$ cat config.mk
export PLATFORM = sky130hd
export DESIGN_NAME = tdm_demux1x8_flat
export DESIGN_NICKNAME = d
export VERILOG_FILES = /design/src/rtl/tdm_demux_pkg.sv /design/src/rtl/tdm_demux1x8_if.sv /design/src/rtl/tdm_demux1x8_demux1x8.sv /design/src/rtl/tdm_demux1x8.sv /design/src/flat_wrapper.sv
export SDC_FILE = /design/constraint.sdc
export NUM_CORES = 1
export LEC_CHECK = 0
export ABC_AREA = 1
export CAP_MARGIN = 20
export CORE_ASPECT_RATIO = 1.4
export CORE_UTILIZATION = 33
export DETAILED_ROUTE_END_ITERATION = 10
export MAX_ROUTING_LAYER = met4
export PLACE_DENSITY_LB_ADDON = 0.05
export RECOVER_POWER = 100
export SYNTH_ARGS = -nofsm -noshare
export SYNTH_HDL_FRONTEND = slang
export SYNTH_SLANG_ARGS = --single-unit
$ cat constraint.sdc
create_clock -name clk -period 1.9 [get_ports clk]
set_input_delay 0.38 -clock clk [delete_from_list [all_inputs] [get_ports clk]]
set_output_delay 0.38 -clock clk [all_outputs]
set_load 0.1 [all_outputs]
$ cat src/rtl/tdm_demux_pkg.sv
`default_nettype none
// ============================================================================
//  Module      : tdm_demux_pkg
//  Description : Shared types and constants for the 8-slot TDM demultiplexer:
//                slot count, slot index type and the IDLE/RUN state encoding.
//  Revision    : 1.0  initial release
// ============================================================================
package tdm_demux_pkg;

    // Number of TDM slots per frame
    localparam int SLOTS  = 8;
    // Width of a slot index
    localparam int SLOT_W = 3;

    typedef logic [SLOT_W-1:0] slot_t;

    // Highest slot index; accepting this slot completes a frame
    localparam slot_t LAST_SLOT  = 3'd7;
    localparam slot_t FIRST_SLOT = 3'd0;

    typedef enum logic [0:0] {
        ST_IDLE = 1'b0,
        ST_RUN  = 1'b1
    } state_t;

endpackage : tdm_demux_pkg
`default_nettype wire

$ cat src/rtl/tdm_demux1x8_if.sv
`default_nettype none
// ============================================================================
//  Module      : tdm_demux1x8_if
//  Description : Bus bundle between a TDM sample source and the 1x8
//                demultiplexer. The err signal exists only when the
//                TDM_DEMUX_ERR_EN macro is defined.
//  Revision    : 1.0  initial release
// ============================================================================
interface tdm_demux1x8_if #(
    parameter int W = 8
) ();
    import tdm_demux_pkg::*;

    logic [W-1:0]       din;
    logic               din_valid;
    logic               sof;
    logic [SLOTS*W-1:0] dout;
    logic               frame_valid;
    slot_t              slot;
`ifdef TDM_DEMUX_ERR_EN
    logic               err;
`endif

`ifdef TDM_DEMUX_ERR_EN
    // Sample source side
    modport master (
        output din, din_valid, sof,
        input  dout, frame_valid, slot, err
    );
    // Demultiplexer side
    modport slave (
        input  din, din_valid, sof,
        output dout, frame_valid, slot, err
    );
`else
    // Sample source side
    modport master (
        output din, din_valid, sof,
        input  dout, frame_valid, slot
    );
    // Demultiplexer side
    modport slave (
        input  din, din_valid, sof,
        output dout, frame_valid, slot
    );
`endif

endinterface : tdm_demux1x8_if
`default_nettype wire

$ cat src/rtl/tdm_demux1x8_demux1x8.sv
`default_nettype none
// ============================================================================
//  Module      : demux1x8
//  Description : Purely combinational decoder turning a slot index and a
//                write strobe into eight one-hot shadow write enables.
//  Revision    : 1.0  initial release
// ============================================================================
module demux1x8
    import tdm_demux_pkg::*;
(
    input  wire logic       i_valid,
    input  wire slot_t      i_slot,
    output logic [SLOTS-1:0] o_we
);

    // One-hot decode; all enables low when no write is requested
    always_comb begin
        o_we = '0;
        if (i_valid) begin
            o_we[i_slot] = 1'b1;
        end
    end

endmodule : demux1x8
`default_nettype wire

$ cat src/rtl/tdm_demux1x8.sv
`default_nettype none
// ============================================================================
//  Module      : tdm_demux1x8
//  Description : 1-to-8 TDM demultiplexer. Serial samples are collected into
//                shadow registers; the slot-7 sample together with the shadow
//                contents is loaded into dout in one edge, so dout only ever
//                shows complete frames. A sof in mid-frame resynchronises.
//                Optional macro TDM_DEMUX_ERR_EN adds a framing-error pulse.
//  Revision    : 1.0  initial release
// ============================================================================
module tdm_demux1x8
    import tdm_demux_pkg::*;
#(
    parameter int W = 8
) (
    input  wire logic        clk,
    input  wire logic        rst,
    tdm_demux1x8_if.slave    bus
);

    state_t             r_state;
    state_t             w_state_nxt;
    slot_t              r_slot;
    slot_t              w_slot_nxt;
    logic [W-1:0]       r_shadow [SLOTS];
    logic [SLOTS*W-1:0] r_dout;
    logic [SLOTS*W-1:0] w_frame;
    logic               r_frame_valid;
    logic               w_load_dout;
    logic               w_wr_en;
    slot_t              w_wr_idx;
    logic [SLOTS-1:0]   w_we;
`ifdef TDM_DEMUX_ERR_EN
    logic               r_err;
    logic               w_err_nxt;
`endif

    // Next-state, slot advance and shadow write selection
    always_comb begin
        w_state_nxt = r_state;
        w_slot_nxt  = r_slot;
        w_wr_en     = 1'b0;
        w_wr_idx    = r_slot;
        w_load_dout = 1'b0;
`ifdef TDM_DEMUX_ERR_EN
        w_err_nxt   = 1'b0;
`endif
        case (r_state)
            ST_IDLE: begin
                // Only a start-of-frame sample leaves IDLE
                if (bus.din_valid && bus.sof) begin
                    w_wr_en     = 1'b1;
                    w_wr_idx    = FIRST_SLOT;
                    w_slot_nxt  = 3'd1;
                    w_state_nxt = ST_RUN;
                end
            end
            ST_RUN: begin
                if (bus.din_valid) begin
                    if (bus.sof) begin
                        // Frame start; anywhere but slot 0 this drops the
                        // partial frame and restarts at slot 0
                        w_wr_en    = 1'b1;
                        w_wr_idx   = FIRST_SLOT;
                        w_slot_nxt = 3'd1;
`ifdef TDM_DEMUX_ERR_EN
                        w_err_nxt  = (r_slot != FIRST_SLOT);
`endif
                    end else if (r_slot == LAST_SLOT) begin
                        // Slot 7 bypasses the shadow and goes straight out
                        w_load_dout = 1'b1;
                        w_slot_nxt  = FIRST_SLOT;
                    end else begin
                        w_wr_en    = 1'b1;
                        w_slot_nxt = r_slot + 3'd1;
`ifdef TDM_DEMUX_ERR_EN
                        // Free-running slot 0 is accepted but flagged
                        w_err_nxt  = (r_slot == FIRST_SLOT);
`endif
                    end
                end
            end
            default: begin
                w_state_nxt = ST_IDLE;
                w_slot_nxt  = FIRST_SLOT;
            end
        endcase
    end

    demux1x8 u_demux (
        .i_valid (w_wr_en),
        .i_slot  (w_wr_idx),
        .o_we    (w_we)
    );

    // Assemble the outgoing frame: shadow slots 0..6 plus the live slot-7 sample
    always_comb begin
        w_frame = '0;
        for (int k = 0; k < SLOTS - 1; k++) begin
            w_frame[k*W +: W] = r_shadow[k];
        end
        w_frame[(SLOTS-1)*W +: W] = bus.din;
    end

    // State, slot index and output pulse registers
    always_ff @(posedge clk) begin
        if (rst) begin
            r_state       <= ST_IDLE;
            r_slot        <= FIRST_SLOT;
            r_frame_valid <= 1'b0;
        end else begin
            r_state       <= w_state_nxt;
            r_slot        <= w_slot_nxt;
            r_frame_valid <= w_load_dout;
        end
    end

    // Output frame register; changes only when a full frame completes
    always_ff @(posedge clk) begin
        if (rst) begin
            r_dout <= '0;
        end else if (w_load_dout) begin
            r_dout <= w_frame;
        end
    end

    // Per-slot shadow registers written through the one-hot enables
    generate
        for (genvar g = 0; g < SLOTS; g++) begin : g_shadow
            always_ff @(posedge clk) begin
                if (rst) begin
                    r_shadow[g] <= '0;
                end else if (w_we[g]) begin
                    r_shadow[g] <= bus.din;
                end
            end
        end
    endgenerate

`ifdef TDM_DEMUX_ERR_EN
    // Framing-error pulse, one cycle after the offending sample
    always_ff @(posedge clk) begin
        if (rst) begin
            r_err <= 1'b0;
        end else begin
            r_err <= w_err_nxt;
        end
    end

    assign bus.err = r_err;
`endif

    assign bus.dout        = r_dout;
    assign bus.frame_valid = r_frame_valid;
    assign bus.slot        = r_slot;

endmodule : tdm_demux1x8
`default_nettype wire
$ cat src/flat_wrapper.sv
// flat-port wrapper written by rule: the top's interface ports become plain ports
module tdm_demux1x8_flat import tdm_demux_pkg::*;
#(
    parameter int W = 8
)
  (clk, rst, bus_din, bus_din_valid, bus_sof, bus_dout, bus_frame_valid, bus_slot);
  tdm_demux1x8_if #(.W(W)) bus_i ();
  input  wire logic clk;
  input  wire logic rst;
  input wire logic [$bits(bus_i.din)-1:0] bus_din;
  input wire logic [$bits(bus_i.din_valid)-1:0] bus_din_valid;
  input wire logic [$bits(bus_i.sof)-1:0] bus_sof;
  output wire logic [$bits(bus_i.dout)-1:0] bus_dout;
  output wire logic [$bits(bus_i.frame_valid)-1:0] bus_frame_valid;
  output wire logic [$bits(bus_i.slot)-1:0] bus_slot;
  assign bus_i.din = bus_din;
  assign bus_i.din_valid = bus_din_valid;
  assign bus_i.sof = bus_sof;
  assign bus_dout = bus_i.dout;
  assign bus_frame_valid = bus_i.frame_valid;
  assign bus_slot = bus_i.slot;
  tdm_demux1x8 #(.W(W)) u_core (.clk(clk), .rst(rst), .bus(bus_i));
endmodule
==> key figures, run 1 <==
Floorplanning
  – Die Span X: 102 um
  – IO Pins: 80
  – Cell row count: 50
  – Chip height: 142 um
  – Die area: 0.0145 mm^2
  – Initial core utilization: 34.1%
  – Core Region: 0.0135 mm^2

Worst setup path
  – RR Startpoint: u_core.bus.slot[0]$_SDFFE_PP0P_
  – Worst Setup SP: u_core.bus.slot[0]$_SDFFE_PP0P_
  – Critical Path RT: 1980 ps
  – Worst path cell trace: ha_1, ha_1, inv_1, nand2_2, nor2_4, nand2_1, nand2_1, clkbuf_2
  – Critical R2R Capture: u_core.r_shadow[1][16]$_SDFFCE_PN0P_
  – Worst reg2reg setup slack: 150 ps
  – CP Max Fanout: 8
  – Reg2Reg Depth: 8
  – Worst Setup Path Type: reg2reg
  – Buf+Inv Stages, Crit Path: 2
  – Worst setup EP type: flop
  – Slowest Stage Delay on Critical Path: 310 ps
  – Worst Setup Start Kind: flop
  – Slowest-stage cell, CP: dfxtp_1
  – Delay-heaviest family, CP: adder cells
  – CP arrival: 1830 ps

Clock tree
  – Clock Root Buffer: clkbuf_16
  – Total CTS buffers: 17
  – Clock Path Buffers: 2
  – H-tree levels: 4
  – Post-CTS Setup Repair Bufs: 0
  – Worst skew pair latency: 410 ps
  – Hold bufs inserted after CTS: 0
  – Sinks on Clock Net: 125
  – CTS tree: yes
  – Reg clk slew, reported paths: 60 ps

Logic synthesis
  – Synth area leaders: edfxtp_1 (36%), dfxtp_1 (30%), nor2_1 (15%), o21ai_1 (5.4%), buf_6 (2.9%)
  – Syn Inst Count: 464
  – Post-synth cell types: 22
  – Post-synth net total: 478
  – Flops & latches, synth: 125
  – Synthesized cell area: 0.00461 mm^2
  – Yosys Warn Count: 0
  – Post-synthesis sequential area ratio: 66.4%
  – Mean post-synth cell area: 9.94 um^2
  – Leading area contributor after synthesis: edfxtp_1
  – Synth top area share: 36.5%

Timing
  – Worst-Margin Slew: 550 ps
  – Period minus WS final: 1750 ps
  – Max Freq: 0.571 GHz
  – Ratio of final minimum period to clock period: 92.2%
  – Relative slew margins: 63.5%
  – Final setup violation count: 0
  – Final setup skew: 12.3 ps
  – Final hold violations: 0
  – Final Max Tran Viols: 0
  – RSZ-0062 raised after global routing: no
  – Min Hold Slack: 478 ps

Power and ir drop
  – Sequential Power Share: 46.3%
  – Internal power: 4.95 mW
  – P_leak: 2.46 nW
  – Combinational Power Share: 3.8%
  – Total Power: 6.22 mW
  – Worst VDD drop: 0.507 mV
  – Power per cell area: 1050 mW/mm^2
  – Clock power frac: 49.9%
  – Switching pwr: 1.27 mW
  – Switching portion of total power: 20.4%

Routing
  – Drt wl/cell: 13.8 um
  – Vias per inst: 4.53
  – Final ANT Viol Nets: 0
  – Final wirelength: 10500 um
  – Via count: 3456
  – DRC violations left: 0
  – Initial DRC Count: 100
  – DR pass1 iterations: 4

Worst hold path
  – Worst Min Path Start: bus_dout[27]$_SDFFE_PP0P_
  – Worst hold stages: 2
  – Hold EP: bus_dout[27]$_SDFFE_PP0P_
  – Worst Hold Class: reg2reg

Global route
  – Largest net degree at the start of global routing: 44
  – GR Overflow Total: 0
  – Initial antenna violation count: 0
  – Total track usage: 16.2%
  – First-pass GRT wire length: 17000 um
  – Number of global-route vias before repair: 3373

Final layout
  – Fraction of layout cells with a size suffix above 1: 24.1%
  – Area growth, synth to finish: 28.8%
  – # nets final: 582
  – Final Util: 44.0%
  – Antenna diodes: 0
  – Fillers: 1395

Placed design
  – Dpl hpwl: 7100 um
  – Port Buffers: 79
  – RD Place Congestion: 0.812

Status
  – Status: finished, final reports clean

Run
  – Maxcap violations: 0
==> registers in the layout (all words and copies together) (netlist names) <==
register                flops
u_core.bus.slot             3
u_core.bus.frame_valid      1
u_core.bus.dout             8
bus_dout                   56
u_core.r_state              1
u_core.r_shadow            56
==> metrics by stage <==
step	TNS [ps]	area, um^2	worst slack, ps	cells
2_1_floorplan	0	4620	2.57	464
3_3_place_gp	-1310	6120	-53.5	731
3_5_place_dp	-3000	6120	-107	731
4_1_cts	0	6700	100	763
5_1_grt	0	5940	13.8	763
6_report	0	5940	149	763
==> kinds of logic (layout without fill, tap and decap cells) <==
logic type | count (synthesis) | in the layout | synth area share, %
and+or+nand+nor | 232 | 232 | 20.5
DFF | 125 | 125 | 66.4
AOI/OAI and AO/OA | 68 | 68 | 7.46
buffers and inverters | 37 | 154 | 5.10
adders and majority gates | 2 | 2 | 0.542
==> synth_stat cells, drive strengths merged <==
cell type  instances
nand3              9
o21ai             65
ha                 2
nand2             29
dfxtp             69
inv               15
edfxtp            56
a21oi              3
nand4              1
clkbuf             7
buf               14
nor2             193
clkinv             1
==> layer usage <==
layer | GRT usage [%] | vias up | routed length, um
li1 | - | 1728 | -
met1 | 20.0 | 1645 | 4740
met2 | 25.5 | 72 | 5230
met3 | 3.84 | 11 | 383
met4 | 6.47 | 0 | 197
met5 | - | - | 0
==> worst min-delay path, delay by kind of cell (launching register included) <==
family / cells / cell delay [ps]
simple gates: 2 / 130
flops: 1 / 320
==> cells in the final DEF, fill, tap and decap left out, types with 2 or more instances in the layout <==
cell,instances
nor2_1,188
clkbuf_2,70
dfxtp_1,67
edfxtp_1,56
o21ai_1,38
o21ai_0,26
nand2_1,25
clkbuf_16,18
inv_1,13
buf_4,11
clkdlybuf4s50_1,10
clkbuf_4,8
clkbuf_1,6
nand3_1,5
buf_12,5
nand2_2,4
nand3_2,4
clkbuf_8,4
nor2_2,3
a21oi_1,3
clkinv_2,3
inv_2,2
nor2_4,2
ha_1,2
dfxtp_2,2
==> power by group through the flow <==
| stage | registers, mW | logic (mW) | clock network [mW] |
|---|---|---|---|
| detailed placement | 2.93 | 0.268 | 0 |
| CTS | 2.88 | 0.268 | 3.17 |
| floorplan | 2.95 | 0.113 | 0 |
| finish | 2.88 | 0.238 | 3.10 |
| global placement | 2.93 | 0.264 | 0 |
| global route | 2.88 | 0.263 | 3.28 |
==> how the worst max path moves through the flow <==
stage                                            to  cells past startpoint
4_1_cts        u_core.r_shadow[0][19]$_SDFFCE_PN0P_                      7
5_1_grt        u_core.r_shadow[1][17]$_SDFFCE_PN0P_                      8
3_5_place_dp   u_core.r_shadow[0][19]$_SDFFCE_PN0P_                      7
6_report       u_core.r_shadow[1][16]$_SDFFCE_PN0P_                      8
2_1_floorplan  u_core.r_shadow[0][24]$_SDFFCE_PN0P_                      7
3_3_place_gp   u_core.r_shadow[0][19]$_SDFFCE_PN0P_                      7
==> timing repair <==
action | in CTS | in global routing
gates resized for setup | 0 | 1
hold endpoints to repair | 0 | 0
endpoints found under the setup margin | 0 | 8
==> cell type report <==
type	instances	area, um^2	share of cell area (%)
flip-flops and latches	125	3070	51.6
multi-input cells	302	1310	22.0
repair buffers	106	707	11.9
clock buffers	27	524	8.82
well taps	182	228	3.83
inverters	16	61.3	1.03
clock inverters	5	51.3	0.863
No activity file was read; power rests on OpenSTA's default activity.
==> run 2: changes to the inputs <==
SETUP_SLACK_MARGIN = 0.4   (was default)
==> run 2 against run 1 <==
  * Fmax grew 4.4%
  * First-iteration DRC count up 35%
  * Worst setup slack better by 73 ps
  * Critical path type is now in2reg
  * Critical endpoint is now bus_dout[33]$_SDFFE_PP0P_
  * Largest cell class unchanged
==> key figures, run 2 (synthesized netlist as in run 1, its figures left out) <==
Routing
  – Initial DRC Count: 135
  – Via count: 3364
  – Vias per inst: 4.43
  – Final ANT Viol Nets: 0
  – Final wirelength: 10500 um
  – DR pass1 iterations: 4
  – Drt wl/cell: 13.8 um
  – DRC violations left: 0

Floorplanning
  – Chip height: 142 um
  – Cell row count: 50
  – Initial core utilization: 34.1%
  – Die Span X: 102 um
  – Die area: 0.0145 mm^2
  – IO Pins: 80
  – Core Region: 0.0135 mm^2

Worst setup path
  – Worst Setup SP: bus_sof
  – CP Max Fanout: 23
  – Worst Setup Start Kind: primary input
  – Worst path cell trace: dlygate4sd3_1, buf_4, nor2_4, nand2_1, buf_6, o21ai_0, nor2_1
  – Slowest Stage Delay on Critical Path: 550 ps
  – Critical Path RT: 2190 ps
  – Delay-heaviest family, CP: buffers and inverters
  – RR Startpoint: u_core.bus.slot[1]$_SDFFE_PP0P_
  – CP arrival: 1970 ps
  – Slowest-stage cell, CP: dlygate4sd3_1
  – Buf+Inv Stages, Crit Path: 3
  – Worst setup EP type: flop
  – Worst Setup Path Type: in2reg

Clock tree
  – Sinks on Clock Net: 125
  – Worst skew pair latency: 410 ps
  – CTS tree: yes
  – Clock Root Buffer: clkbuf_16
  – Total CTS buffers: 17
  – Hold bufs inserted after CTS: 0
  – H-tree levels: 4
  – Clock Path Buffers: 2
  – Reg clk slew, reported paths: 60 ps

Final layout
  – # nets final: 578
  – Fillers: 1383
  – Fin cells: 759
  – Antenna diodes: 0
  – Most common cell after layout, fill and taps aside: nor2_1
  – Fraction of layout cells with a size suffix above 1: 28.1%
  – Commonest non-fill, non-tap cells in the layout: nor2_1 (176), dfxtp_1 (67), clkbuf_2 (67)
  – Area growth, synth to finish: 33.7%

Timing
  – Period minus WS final: 1680 ps
  – Final setup skew: 13.2 ps
  – RSZ-0062 raised after global routing: yes
  – Final Max Tran Viols: 0
  – Final hold violations: 0
  – Final setup TNS: 0 ps
  – Final setup violation count: 0
  – Worst-Margin Slew: 557 ps
  – Relative slew margins: 63.1%
  – Ratio of final minimum period to clock period: 88.3%
  – Max Freq: 0.596 GHz

Global route
  – Total track usage: 15.9%
  – Initial antenna violation count: 0
  – GR Overflow Total: 0
  – First-pass GRT wire length: 16700 um
  – Largest net degree at the start of global routing: 41
  – Number of global-route vias before repair: 3246

Status
  – Status: finished, final reports clean

Power and ir drop
  – Switching portion of total power: 20.9%
  – Switching pwr: 1.31 mW
  – P_leak: 2.50 nW
  – Power per cell area: 1020 mW/mm^2
  – Sequential Power Share: 45.8%
  – Combinational Power Share: 4.0%
  – Clock power frac: 50.2%
  – Internal power: 4.97 mW
  – Worst VDD drop: 0.496 mV

Run
  – Maxcap violations: 0

Placed design
  – Placed Instances: 720
  – Port Buffers: 79
  – Dpl hpwl: 6910 um
  – RD Place Congestion: 0.763

Worst hold path
  – Worst Hold Class: in2reg
  – Worst Min Path Start: bus_din_valid
-- run 2: power groups by stage --
stage	Combinational, mW	Clock (mW)	Sequential, mW
floorplan	0.126	0	2.94
global placement	0.240	0	2.94
detailed placement	0.243	0	2.94
CTS	0.253	3.23	2.88
global route	0.276	3.36	2.88
finish	0.251	3.16	2.88
-- run 2: path summary, 6_finish.rpt --
check | cells past startpoint | slack (ps) | to
worst max-delay path | 7 | 220 | bus_dout[33]$_SDFFE_PP0P_
worst min-delay path | 3 | 330 | u_core.r_state$_SDFF_PP0_
worst max register to register | 8 | 250 | u_core.r_shadow[1][1]$_SDFFCE_PN0P_
worst min register to register | 2 | 480 | bus_dout[28]$_SDFFE_PP0P_
-- run 2: what timing repair did --
item                       4_1_cts  5_1_grt
pin swaps                        6        5
gates cloned                     0        0
buffers inserted                 4        3
gates resized for setup          6       50
setup endpoints to repair       90      170
-- run 2: area by class of cell --
cell class / count / area [um^2] / share of cell area (%)
multi-input cells: 302 / 1530 / 24.7
well taps: 182 / 228 / 3.69
clock buffers: 21 / 472 / 7.65
repair buffers: 102 / 696 / 11.3
clock inverters: 11 / 111 / 1.81
inverters: 16 / 65.1 / 1.05
flip-flops and latches: 125 / 3070 / 49.8
-- run 2: routing by layer --
metal  vias up  wire length [um]  global-route usage (%)
met5         -                 0                       -
met4         0                87                    6.54
met3         4               366                    3.99
met2        65              5270                    25.5
met1      1573              4750                    19.1
li1       1722                 -                       -
-- run 2: tightest hold or removal path, stage by stage --
cell	delay [ps]
dlymetal6s2s_1	160
a21oi_1	90
nor2_1	70
-- run 2: through the flow --
step	setup slack (ps)	power [mW]	util [%]	instance area (um^2)	hold slack, ps
final	222	6.29	45.6	6170	325
after global routing	154	6.52	45.6	6170	334
after CTS	345	6.36	49.4	6670	482
after detailed placement	-44.9	3.18	44.6	6030	469
after global placement	-13.9	3.18	44.6	6030	466
after floorplan	287	3.07	-	4730	439
==> run 3: changes to the inputs <==
CORE_UTILIZATION = 50   (was 33)
==> run 3 against run 2 <==
  * Sequential power hardly changed
  * Sequential share of layout area is 1.9 points higher
  * Register-to-register slack better by 50 ps
  * Cell count is 10% lower
  * Clock-buffer cell count is 3 higher
  * Die area is 33% lower
  * Fmax is 1.9% lower
  * Largest power group is now registers
==> key figures, run 3 (synthesized netlist as in run 1, its figures left out) <==
Final layout
  – Area growth, synth to finish: 28.8%
  – Final instance area: 0.00594 mm^2
  – Final Util: 66.2%
  – Most common cell after layout, fill and taps aside: nor2_1
  – # nets final: 575
  – Fraction of layout cells with a size suffix above 1: 26.8%
  – Commonest non-fill, non-tap cells in the layout: nor2_1 (178), dfxtp_1 (66), clkbuf_2 (66)
  – Antenna diodes: 0

Worst setup path
  – Slowest-stage cell, CP: buf_2
  – Worst Setup Start Kind: flop
  – Critical R2R Capture: u_core.r_shadow[0][7]$_SDFFCE_PN0P_
  – Worst setup EP type: output pin
  – Reg2Reg Depth: 7
  – Worst reg2reg setup slack: 300 ps
  – CP arrival: 1330 ps
  – RR Startpoint: u_core.bus.slot[0]$_SDFFE_PP0P_
  – Worst Setup Path Type: reg2out
  – Delay-heaviest family, CP: buffers and inverters
  – CP Max Fanout: 5
  – Buf+Inv Stages, Crit Path: 2
  – Critical Path RT: 1520 ps
  – Worst path cell trace: buf_4, buf_2
  – Slowest Stage Delay on Critical Path: 430 ps

Routing
  – DR pass1 iterations: 4
  – Initial DRC Count: 231
  – DRC violations left: 0
  – Vias per inst: 5.13
  – Drt wl/cell: 14.8 um
  – Via count: 3495
  – Final ANT Viol Nets: 0
  – Final wirelength: 10100 um

Global route
  – Number of global-route vias before repair: 3196
  – First-pass GRT wire length: 15600 um
  – Total track usage: 21.8%
  – Initial antenna violation count: 0
  – GR Overflow Total: 0
  – Largest net degree at the start of global routing: 43

Worst hold path
  – Worst hold stages: 3
  – Hold EP: u_core.r_state$_SDFF_PP0_
  – Worst Min Path Start: bus_sof
  – Worst Hold Class: in2reg

Clock tree
  – Reg clk slew, reported paths: 50 ps
  – Total CTS buffers: 17
  – Sinks on Clock Net: 125
  – H-tree levels: 4
  – CTS tree: yes
  – Worst skew pair latency: 410 ps
  – Clock Root Buffer: clkbuf_16
  – Hold bufs inserted after CTS: 0
  – Clock Path Buffers: 2

Power and ir drop
  – Worst VDD drop: 0.680 mV
  – Power per cell area: 1000 mW/mm^2
  – Total Power: 5.95 mW
  – P_leak: 2.43 nW

Timing
  – Setup WS post-layout: 190 ps
  – Final setup TNS: 0 ps
  – Max Freq: 0.585 GHz
  – Ratio of final minimum period to clock period: 90.0%
  – Worst-Margin Slew: 562 ps
  – RSZ-0062 raised after global routing: yes
  – Final setup violation count: 0
  – Final setup skew: 7.75 ps
  – Final hold violations: 0
  – Period minus WS final: 1710 ps
  – Relative slew margins: 62.7%
  – Final Max Tran Viols: 0

Placed design
  – Placement Setup Slack: -78.7 ps
  – Port Buffers: 79
  – Placed cell area: 0.00575 mm^2
  – RD Place Congestion: 0.849
  – Dpl hpwl: 6350 um

Floorplanning
  – Cell row count: 41
  – Die area: 0.00962 mm^2
  – Initial core utilization: 51.4%
  – Chip height: 116 um
  – Die Span X: 83.2 um
  – Core Region: 0.00898 mm^2
  – IO Pins: 80

Status
  – Status: finished, final reports clean

Run
  – Maxcap violations: 0
-- run 3: cell types whose count changed in the layout (fill, tap and decap cells not counted), sizes merged --
cell	delta
bufinv	-2
inv	-3
clkbuf	+4
clkinvlp	+1
buf	-4
clkinv	+1
-- run 3: routing by layer --
| metal | GRT usage (%) | up-vias | wire length (um) |
|---|---|---|---|
| met5 | - | - | 0 |
| met4 | 8.28 | 0 | 112 |
| met3 | 5.27 | 11 | 411 |
| met2 | 37.0 | 77 | 5350 |
| met1 | 25.2 | 1686 | 4210 |
| li1 | - | 1721 | - |
-- run 3: cell type report --
type	count	area (um^2)
Inverter	16	65.1
Clock inverter	8	42.5
Clock buffer	24	482
Tap cell	107	134
Multi-Input combinational cell	302	1460
Timing Repair Buffer	99	689
Fill cell	741	3030
Sequential cell	125	3070
-- run 3: through the flow --
stage | cells | hold slack [ps]
CTS | 677 | 484
floorplan | 464 | 439
global route | 681 | 423
global placement | 642 | 465
detailed placement | 642 | 469
finish | 681 | 383
-- run 3: worst register-to-register path, cell delays in order (launching register included) --
cell and delay, ps:
dfxtp_4 350, ha_4 160, ha_4 160, inv_4 60, nand2_1 60, nand3_2 120
nand3_2 80, nand2_1 270
-- run 3: report_power, final --
group / switching, mW / internal [mW] / leakage [nW]
combinational: 0.167 / 0.0803 / 1.02
sequential: 0.0180 / 2.86 / 1.14
clock: 1.08 / 1.75 / 0.263
total: 1.26 / 4.69 / 2.43
-- run 3: worst max-delay path by stage --
stage                                     from                                    to  slack (ps)  cells after the start
2_1_floorplan  u_core.bus.slot[1]$_SDFFE_PP0P_  u_core.r_shadow[0][16]$_SDFFCE_PN0P_         290                      7
3_3_place_gp                           bus_sof  u_core.r_shadow[1][11]$_SDFFCE_PN0P_         -30                      6
3_5_place_dp                           bus_sof   u_core.r_shadow[1][1]$_SDFFCE_PN0P_         -80                      7
4_1_cts        u_core.bus.slot[1]$_SDFFE_PP0P_  u_core.r_shadow[0][16]$_SDFFCE_PN0P_         350                      7
5_1_grt                          bus_din_valid  u_core.r_shadow[1][14]$_SDFFCE_PN0P_         160                      7
6_report       u_core.bus.slot[1]$_SDFFE_PP0P_                           bus_slot[1]         190                      2
-- run 3: timing repair --
item | in CTS | in global routing
setup buffers | 3 | 3
cloned | 0 | 1
gates resized for setup | 7 | 40
setup endpoints to repair | 104 | 117
pin swaps | 3 | 3
